## src/rtl/rand_dispenser.sv

```systemverilog
// rand_dispenser: shared XorShift128+ generator behind a round-robin arbiter.
// Grants at most one requester per cycle and steps the generator only on a
// grant or during warm-up, so the stream is reproducible for a given seed and
// grant order.
module rand_dispenser #(
    parameter int unsigned NUM_REQ   = 4,
    parameter int unsigned OUT_WIDTH = 32,
    parameter int unsigned WARMUP    = 8,
    parameter logic [63:0] SEED_0    = 64'd1,
    parameter logic [63:0] SEED_1    = 64'd2
) (
    input  logic                 clock,
    input  logic                 n_rst,
    input  logic                 seed_load,
    input  logic [63:0]          seed_0,
    input  logic [63:0]          seed_1,
    input  logic [NUM_REQ-1:0]   req,
    output logic [NUM_REQ-1:0]   ack,
    output logic [OUT_WIDTH-1:0] rand_out,
    output logic                 busy
);

    localparam int unsigned IDX_W = (NUM_REQ > 1) ? $clog2(NUM_REQ) : 1;
    localparam int unsigned CNT_W = 8;

    typedef enum logic [0:0] {
        ST_INIT  = 1'b0,
        ST_SERVE = 1'b1
    } state_t;

    state_t               state;
    logic [63:0]          s0;
    logic [63:0]          s1;
    logic [CNT_W-1:0]     warm_cnt;
    logic [IDX_W-1:0]     last_grant;

    logic [63:0]          gen_value;
    logic [63:0]          gen_t;
    logic [63:0]          gen_s1_next;
    logic [OUT_WIDTH-1:0] rand_next;
    logic [63:0]          load_s0;
    logic [63:0]          load_s1;
    logic [NUM_REQ-1:0]   eligible;
    logic                 win_found;
    logic [IDX_W-1:0]     win_idx;

    // XorShift128+ step: output value and next state_1 (state_0 takes old state_1)
    always_comb begin
        gen_value   = s0 + s1;
        gen_t       = s0 ^ (s0 << 23);
        gen_s1_next = gen_t ^ (gen_t >> 17) ^ s1 ^ (s1 >> 26);
        rand_next   = OUT_WIDTH'(gen_value >> (64 - OUT_WIDTH));
    end

    // Seed substitution: an all-zero seed would lock the generator at zero
    always_comb begin
        load_s0 = seed_0;
        load_s1 = seed_1;
        if ((seed_0 | seed_1) == 64'd0) begin
            load_s0 = SEED_0;
            load_s1 = SEED_1;
        end
    end

    // Round-robin pick: first eligible index after last_grant, wrapping
    always_comb begin
        eligible  = req & ~ack;
        win_found = 1'b0;
        win_idx   = last_grant;
        for (int unsigned i = 1; i <= NUM_REQ; i++) begin
            logic [IDX_W-1:0] cand;
            cand = IDX_W'((32'(last_grant) + i) % NUM_REQ);
            if (!win_found && eligible[cand]) begin
                win_found = 1'b1;
                win_idx   = cand;
            end
        end
    end

    // Control FSM, generator state and registered outputs
    always_ff @(posedge clock or negedge n_rst) begin
        if (!n_rst) begin
            state      <= ST_INIT;
            s0         <= SEED_0;
            s1         <= SEED_1;
            warm_cnt   <= '0;
            last_grant <= IDX_W'(NUM_REQ - 1);
            ack        <= '0;
            rand_out   <= '0;
            busy       <= 1'b1;
        end else if (seed_load) begin
            state    <= ST_INIT;
            s0       <= load_s0;
            s1       <= load_s1;
            warm_cnt <= '0;
            ack      <= '0;
            busy     <= 1'b1;
        end else begin
            case (state)
                ST_INIT: begin
                    ack <= '0;
                    if (warm_cnt == CNT_W'(WARMUP)) begin
                        state <= ST_SERVE;
                        busy  <= 1'b0;
                    end else begin
                        s0       <= s1;
                        s1       <= gen_s1_next;
                        warm_cnt <= warm_cnt + CNT_W'(1);
                    end
                end
                ST_SERVE: begin
                    ack <= '0;
                    if (win_found) begin
                        ack[win_idx] <= 1'b1;
                        rand_out     <= rand_next;
                        s0           <= s1;
                        s1           <= gen_s1_next;
                        last_grant   <= win_idx;
                    end
                end
                default: begin
                    state <= ST_INIT;
                    busy  <= 1'b1;
                end
            endcase
        end
    end

endmodule

```

## config.mk

```make
export PLATFORM = sky130hd
export DESIGN_NAME = rand_dispenser
export DESIGN_NICKNAME = d
export VERILOG_FILES = /design/src/rtl/rand_dispenser.sv
export SDC_FILE = /design/constraint.sdc
export NUM_CORES = 1
export LEC_CHECK = 0
export ABC_AREA = 1
export BUFFER_PORTS_ARGS = -buffer_cell sky130_fd_sc_hd__buf_2
export CAP_MARGIN = 10
export CORE_MARGIN = 2
export CORE_UTILIZATION = 30
export CTS_BUF_LIST = sky130_fd_sc_hd__clkbuf_16
export DETAILED_ROUTE_END_ITERATION = 8
export HOLD_SLACK_MARGIN = 0.12
export RECOVER_POWER = 100
export SLEW_MARGIN = 25
export SYNTH_ARGS = -nofsm -noshare
export SYNTH_HDL_FRONTEND = slang
export SYNTH_SLANG_ARGS = --single-unit
```

## constraint.sdc

```tcl
create_clock -name clock -period 5.5 [get_ports clock]
set_input_delay 1.65 -clock clock [delete_from_list [all_inputs] [get_ports clock]]
set_output_delay 1.65 -clock clock [all_outputs]
set_load 0.01 [all_outputs]
```

# After elaboration in Yosys (flattened, before gate mapping)
# Index checks and enable logic that the tools add are counted.
dict set report totals {
  inputBits 135
  register_bits 176
  out_inout_bits 37
}
dict set report classes {
  order_cmp 6
  n_mux 40
  n_reduce_logical 13
  bitwise 9
  n_eq_ne 5
  add_sub_neg 6
}
# op n
set ops {}
lappend ops {{two-way mux 64 bit} 8}
lappend ops {{case mux 64 bit (2 select lines)} 2}
lappend ops {{bitwise XOR 64 bit} 2}
lappend ops {{adder 64 bit} 1}
lappend ops {{logical NOT 64 bit} 1}
lappend ops {{OR 64 bit} 1}
lappend ops {{bitwise XOR 64 x 38 -> 64 bit} 1}
lappend ops {{bitwise XOR 64 x 47 -> 64 bit} 1}
lappend ops {{two-way mux 8 bit} 3}
lappend ops {{< comparator 2 x 3 -> 1 bit (second input constant)} 5}
lappend ops {{two-way mux 1 bit} 15}
lappend ops {{adder 8 x 1 -> 8 bit (second input constant)} 1}
lappend ops {{binary-select mux 1 bit (select 2 bit)} 4}
lappend ops {{== test 8 x 4 -> 1 bit (second input constant)} 1}
lappend ops {{two-way mux 2 bit} 4}
lappend ops {{two-way mux 4 bit} 2}
lappend ops {{case mux 4 bit (2 select lines)} 1}
lappend ops {{AND reduction 2 bit} 3}
lappend ops {{adder 2 x 1 -> 2 bit (second input constant)} 2}
lappend ops {{adder 2 bit (second input constant)} 2}
lappend ops {{bitwise AND 4 bit} 1}
lappend ops {{logical AND 1 bit} 4}
lappend ops {{!= test 2 bit (second input constant)} 2}
lappend ops {{NOT 4 bit} 1}
lappend ops {{other kinds (8)} 11}

# Depth between registers and ports, before layout
dict set report depth {
  depth_word 21
  depth_mapped 16
  depth_no_buf 16
}

# Least setup slack after synthesis
# Ideal clock, no wire load.
dict set report synth_timing {
  path_type {in2reg}
  startpoint {in seed_load}
  endpoint {reg s0[42]}
  path_slack_ns 2.421
  cell_stages 7
  arrival_time_ns 2.963
  path_buffers 4
  cell_sequence {clkbuf_1 -> clkbuf_1 -> clkbuf_1 -> clkbuf_1 -> o21ai_0 -> nand2_1 -> nand2_1}
}
dict set report synth_between {
  elab_chain_cells 2
  elab_cells_between_ends 4
  cone_classes {eq/ne (2); mux (1); reduce/logical (1)}
}
# element line_no
set synth_rtl {}
lappend synth_rtl {{start: declaration} 14} ;# input logic seed_load,
lappend synth_rtl {{!= test 3 bit (no line) or != test 3 x 2 -> 1 bit (tied branches)} n/a}
lappend synth_rtl {{AND reduction 2 bit (no line)} n/a}
lappend synth_rtl {{end signal: assignment} 93} ;# s0 <= load_s0;
lappend synth_rtl {{end: declaration} 32} ;# logic [63:0] s0;
# Several ways; a longest one is shown, not always the timed one.
# A chain may end at the register's enable or synchronous reset.

# Worst setup path in the final report
dict set report layout_timing {
  startpoint {in req[2]}
  endpoint {reg s0[0]}
}
dict set report layout_between {
  elab_chain_cells 15
  elab_cells_between_ends 21
  cone_classes {eq/ne (1); mux (12); bitwise (1); reduce/logical (7)}
}
# element line_no
set layout_rtl {}
lappend layout_rtl {{start: declaration} 17} ;# input logic [NUM_REQ-1:0] req,
lappend layout_rtl {{bitwise AND 4 bit *} 67} ;# eligible = req & ~ack;
lappend layout_rtl {{binary-select mux 1 bit (select 2 bit)} 73} ;# if (!win_found && eligible[cand]) begin
lappend layout_rtl {{two-way mux 1 bit (not written as such)} 73}
lappend layout_rtl {{two-way mux 1 bit} 73}
lappend layout_rtl {{logical NOT 1 bit} 73}
lappend layout_rtl {{logical AND 1 bit} 73}
lappend layout_rtl {{two-way mux 1 bit} 73}
lappend layout_rtl {{logical NOT 1 bit} 73}
lappend layout_rtl {{logical AND 1 bit} 73}
lappend layout_rtl {{two-way mux 1 bit} 73}
lappend layout_rtl {{logical NOT 1 bit} 73}
lappend layout_rtl {{logical AND 1 bit} 73}
lappend layout_rtl {{two-way mux 1 bit *} 73}
lappend layout_rtl {{!= test 3 x 2 -> 1 bit (no line) *} n/a}
lappend layout_rtl {{AND reduction 2 bit (no line) *} n/a}
# Every way passes the cells marked *; elsewhere a longest branch is shown, timed or not. The select of a mux whose other input is x is not followed.

==> impl_metrics.json <==
{
  "powerDensity_nw_per_um2": 513,
  "status": "finished with violations",
  "avgSynthCellArea_sq_um": 5.94,
  "fin_nets": 3037,
  "critPathRequiredTime_ns": 5.91,
  "clkTransAtPathRegs_ns": 0.07,
  "final_cell_mix": "nand2_1 (1199), inv_1 (417), nor2_1 (190), dfrtp_1 (171), o21ai_0 (169)",
  "htree_levels": 4,
  "postCtsHoldBufs": 0,
  "drive_gt1_share_pct": 6.87,
  "clock_sinks": 176,
  "max_slew_margin_pct": -43.5,
  "worst_pin_slew_ns": 2.15,
  "die_h_um": 235,
  "skew_ns": 0.0151,
  "tns_ns": 0,
  "yosys.area.top_type_share_pct": 28.0,
  "reg2reg_slack_ns": 1.99,
  "max-cap-violations": 3,
  "syn_area_sq_um": 16100,
  "critical_path_class": "in2reg",
  "ys_warn_count": 0,
  "drtAntennaViolNets": 0,
  "worstSetupEndpointType": "flip-flop",
  "overflow": 0,
  "num_vias": 16700,
  "p_leak_uw": 0.0102,
  "rsz0062_at_grt": "false",
  "hpwl_um": 49400,
  "io_pins": 172,
  "fmax_mhz": 244,
  "first_pass_iters": 6,
  "cp_slowest_cell": "clkbuf_4",
  "vias_per_cell": 4.72,
  "crit_chain": "buf_2, nand2_1, o21ai_0, mux2i_1, nand4_2, nor2_1, nor2_4, clkbuf_4, nand3_1, nand2_1",
  "finalHoldViolations": 0,
  "place.gp.congestion": 0.977,
  "drc": 0,
  "grt_pass1_wl_um": 93100,
  "crit_arrival_ns": 4.51,
  "r2r_cells": 9,
  "p_total_uw": 9270,
  "synthCells": 2704,
  "yosysTopAreaCell": "nand2_1",
  "start_util_pct": 30.4,
  "post-cts-setup-buffers": 0,
  "placementRows": 84,
  "period_needed_ns": 4.11,
  "die_w_um": 235,
  "antenna_found_initial": 0,
  "wire_per_inst_um": 17.3,
  "hp-class": "reg2reg",
  "synth-seq-cells": 176,
  "routed_wl_um": 61300,
  "irDropWorstVdd_uv": 198,
  "syn_nets": 2903,
  "final_cells": 3539,
  "clock_path_buffers": 2,
  "grt_max_degree": 181,
  "ys_seq_area_share_pct": 27.5,
  "ctsRootBufferMaster": "clkbuf_16",
  "cts_tree": "done",
  "slew_viol_final": 294,
  "cts_made_buffers": 17,
  "grt_use_total_pct": 22.2,
  "cts.repair.resized": 0,
  "cp_max_fo": 180,
  "whs_path_depth": 2,
  "setup_viol": 0,
  "n_antenna_cell": 0,
  "dieArea_sq_um": 55400,
  "grt_pass1_vias": 15600,
  "cp_common_cell": "nand2_1",
  "ys_types": 37,
  "fin_crit_sh_pct": 74.7,
  "drtIter0Drc": 1538,
  "ys_top_cells_by_area": "nand2_1 (28%), dfrtp_1 (27%), inv_1 (9.7%)",
  "place_inst": 3507,
  "core_area_sq_um": 52800,
  "clock_latency_ns": 0.48,
  "port_buffers": 171,
  "crit_path_max_incr_delay_ns": 1.27,
  "violations": "max-capacitance violations, max-slew violations",
  "cp-start-kind": "input pin",
  "final_common_cell": "nand2_1",
  "area_delta_synth_final_pct": 12.5
}
-- registers in the layout (all words and copies together), names as in the netlist --
register and count:
busy 1, state 1, rand_out 32, ack 4, s0 64, last_grant 2, s1 64, warm_cnt 8
-- synth_stat cells --
master / count
a21oi_1: 63
and2_1: 1
and3_1: 2
buf_1: 4
buf_2: 20
buf_4: 5
buf_6: 5
clkbuf_1: 29
clkinv_1: 1
dfrtp_1: 171
dfstp_2: 5
ha_1: 64
inv_1: 415
inv_2: 3
inv_4: 1
mux2i_1: 1
nand2_1: 1199
nand3_1: 98
nand3b_1: 14
nand4_1: 23
nand4_2: 1
nor2_1: 189
nor2_2: 1
nor2_4: 1
nor3_1: 18
nor4_1: 12
o21a_1: 1
o21ai_0: 148
o21ai_1: 24
o21ai_4: 1
o21bai_1: 2
o22ai_1: 1
o31ai_1: 7
or2_2: 13
xnor2_1: 83
xor2_1: 77
xor2_2: 1
-- stage by stage --
stage               setup WS, ns  utilization [%]  hold WS, ns  area, sq um
global route                1.11             34.2        0.494        18100
detailed placement          1.74             33.3        0.462        17500
global placement            1.80             33.3        0.464        17500
floorplan                   2.42                -        0.471        16100
finish                      1.39             34.2        0.477        18100
CTS                         2.23             34.4        0.479        18100
-- worst max-delay path: cells and delay by family --
family / cells / cell delay (ns)
buffers and inverters: 2 / 1.34
and+or+nand+nor: 6 / 0.74
AOI/OAI and AO/OA: 1 / 0.27
muxes: 1 / 0.23
-- cell families (layout without fill, tap and decap cells) --
logic type | count (synthesis) | count (layout) | synth area share (%)
AND/OR/NAND/NOR | 1572 | 1572 | 38.9
XOR/XNOR | 161 | 161 | 8.83
AO/OA/AOI/OAI | 247 | 247 | 7.93
flip-flops | 176 | 176 | 27.5
adder cells (fa/ha/maj) | 64 | 64 | 4.99
multiplexers | 1 | 1 | 0.0624
buffers and inverters | 483 | 630 | 11.8
-- layer usage --
metal,wire length (um),vias to the layer above,track usage (%)
li1,-,8498,-
met1,28000,7605,29.7
met2,27200,514,35.7
met3,3310,99,2.91
met4,2800,0,10.2
met5,0,-,0
-- layout make-up --
type	instances	area (sq um)
clock buffers	17	425
clock inverters	15	176
fillers	5980	34700
inverters	420	1580
multi-input cells	2045	9740
flip-flops and latches	176	4410
well taps	688	861
repair buffers	178	868
-- where the power goes --
part           internal, uW  switching [uW]  total (uW)
clock network           687             619        1310
registers              1670             698        2370
logic                  1910            3680        5590
total                  4270            5000        9270
-- worst paths after layout --
kind                               start           end
max                               req[2]         s0[0]
max in group asynchronous          n_rst        s0[44]
min                         rand_out[15]  rand_out[15]
max reg2reg                last_grant[0]         s0[0]
min reg2reg                 rand_out[15]  rand_out[15]
min in group asynchronous          n_rst        s0[32]
Power figures use the tool's default switching activity.
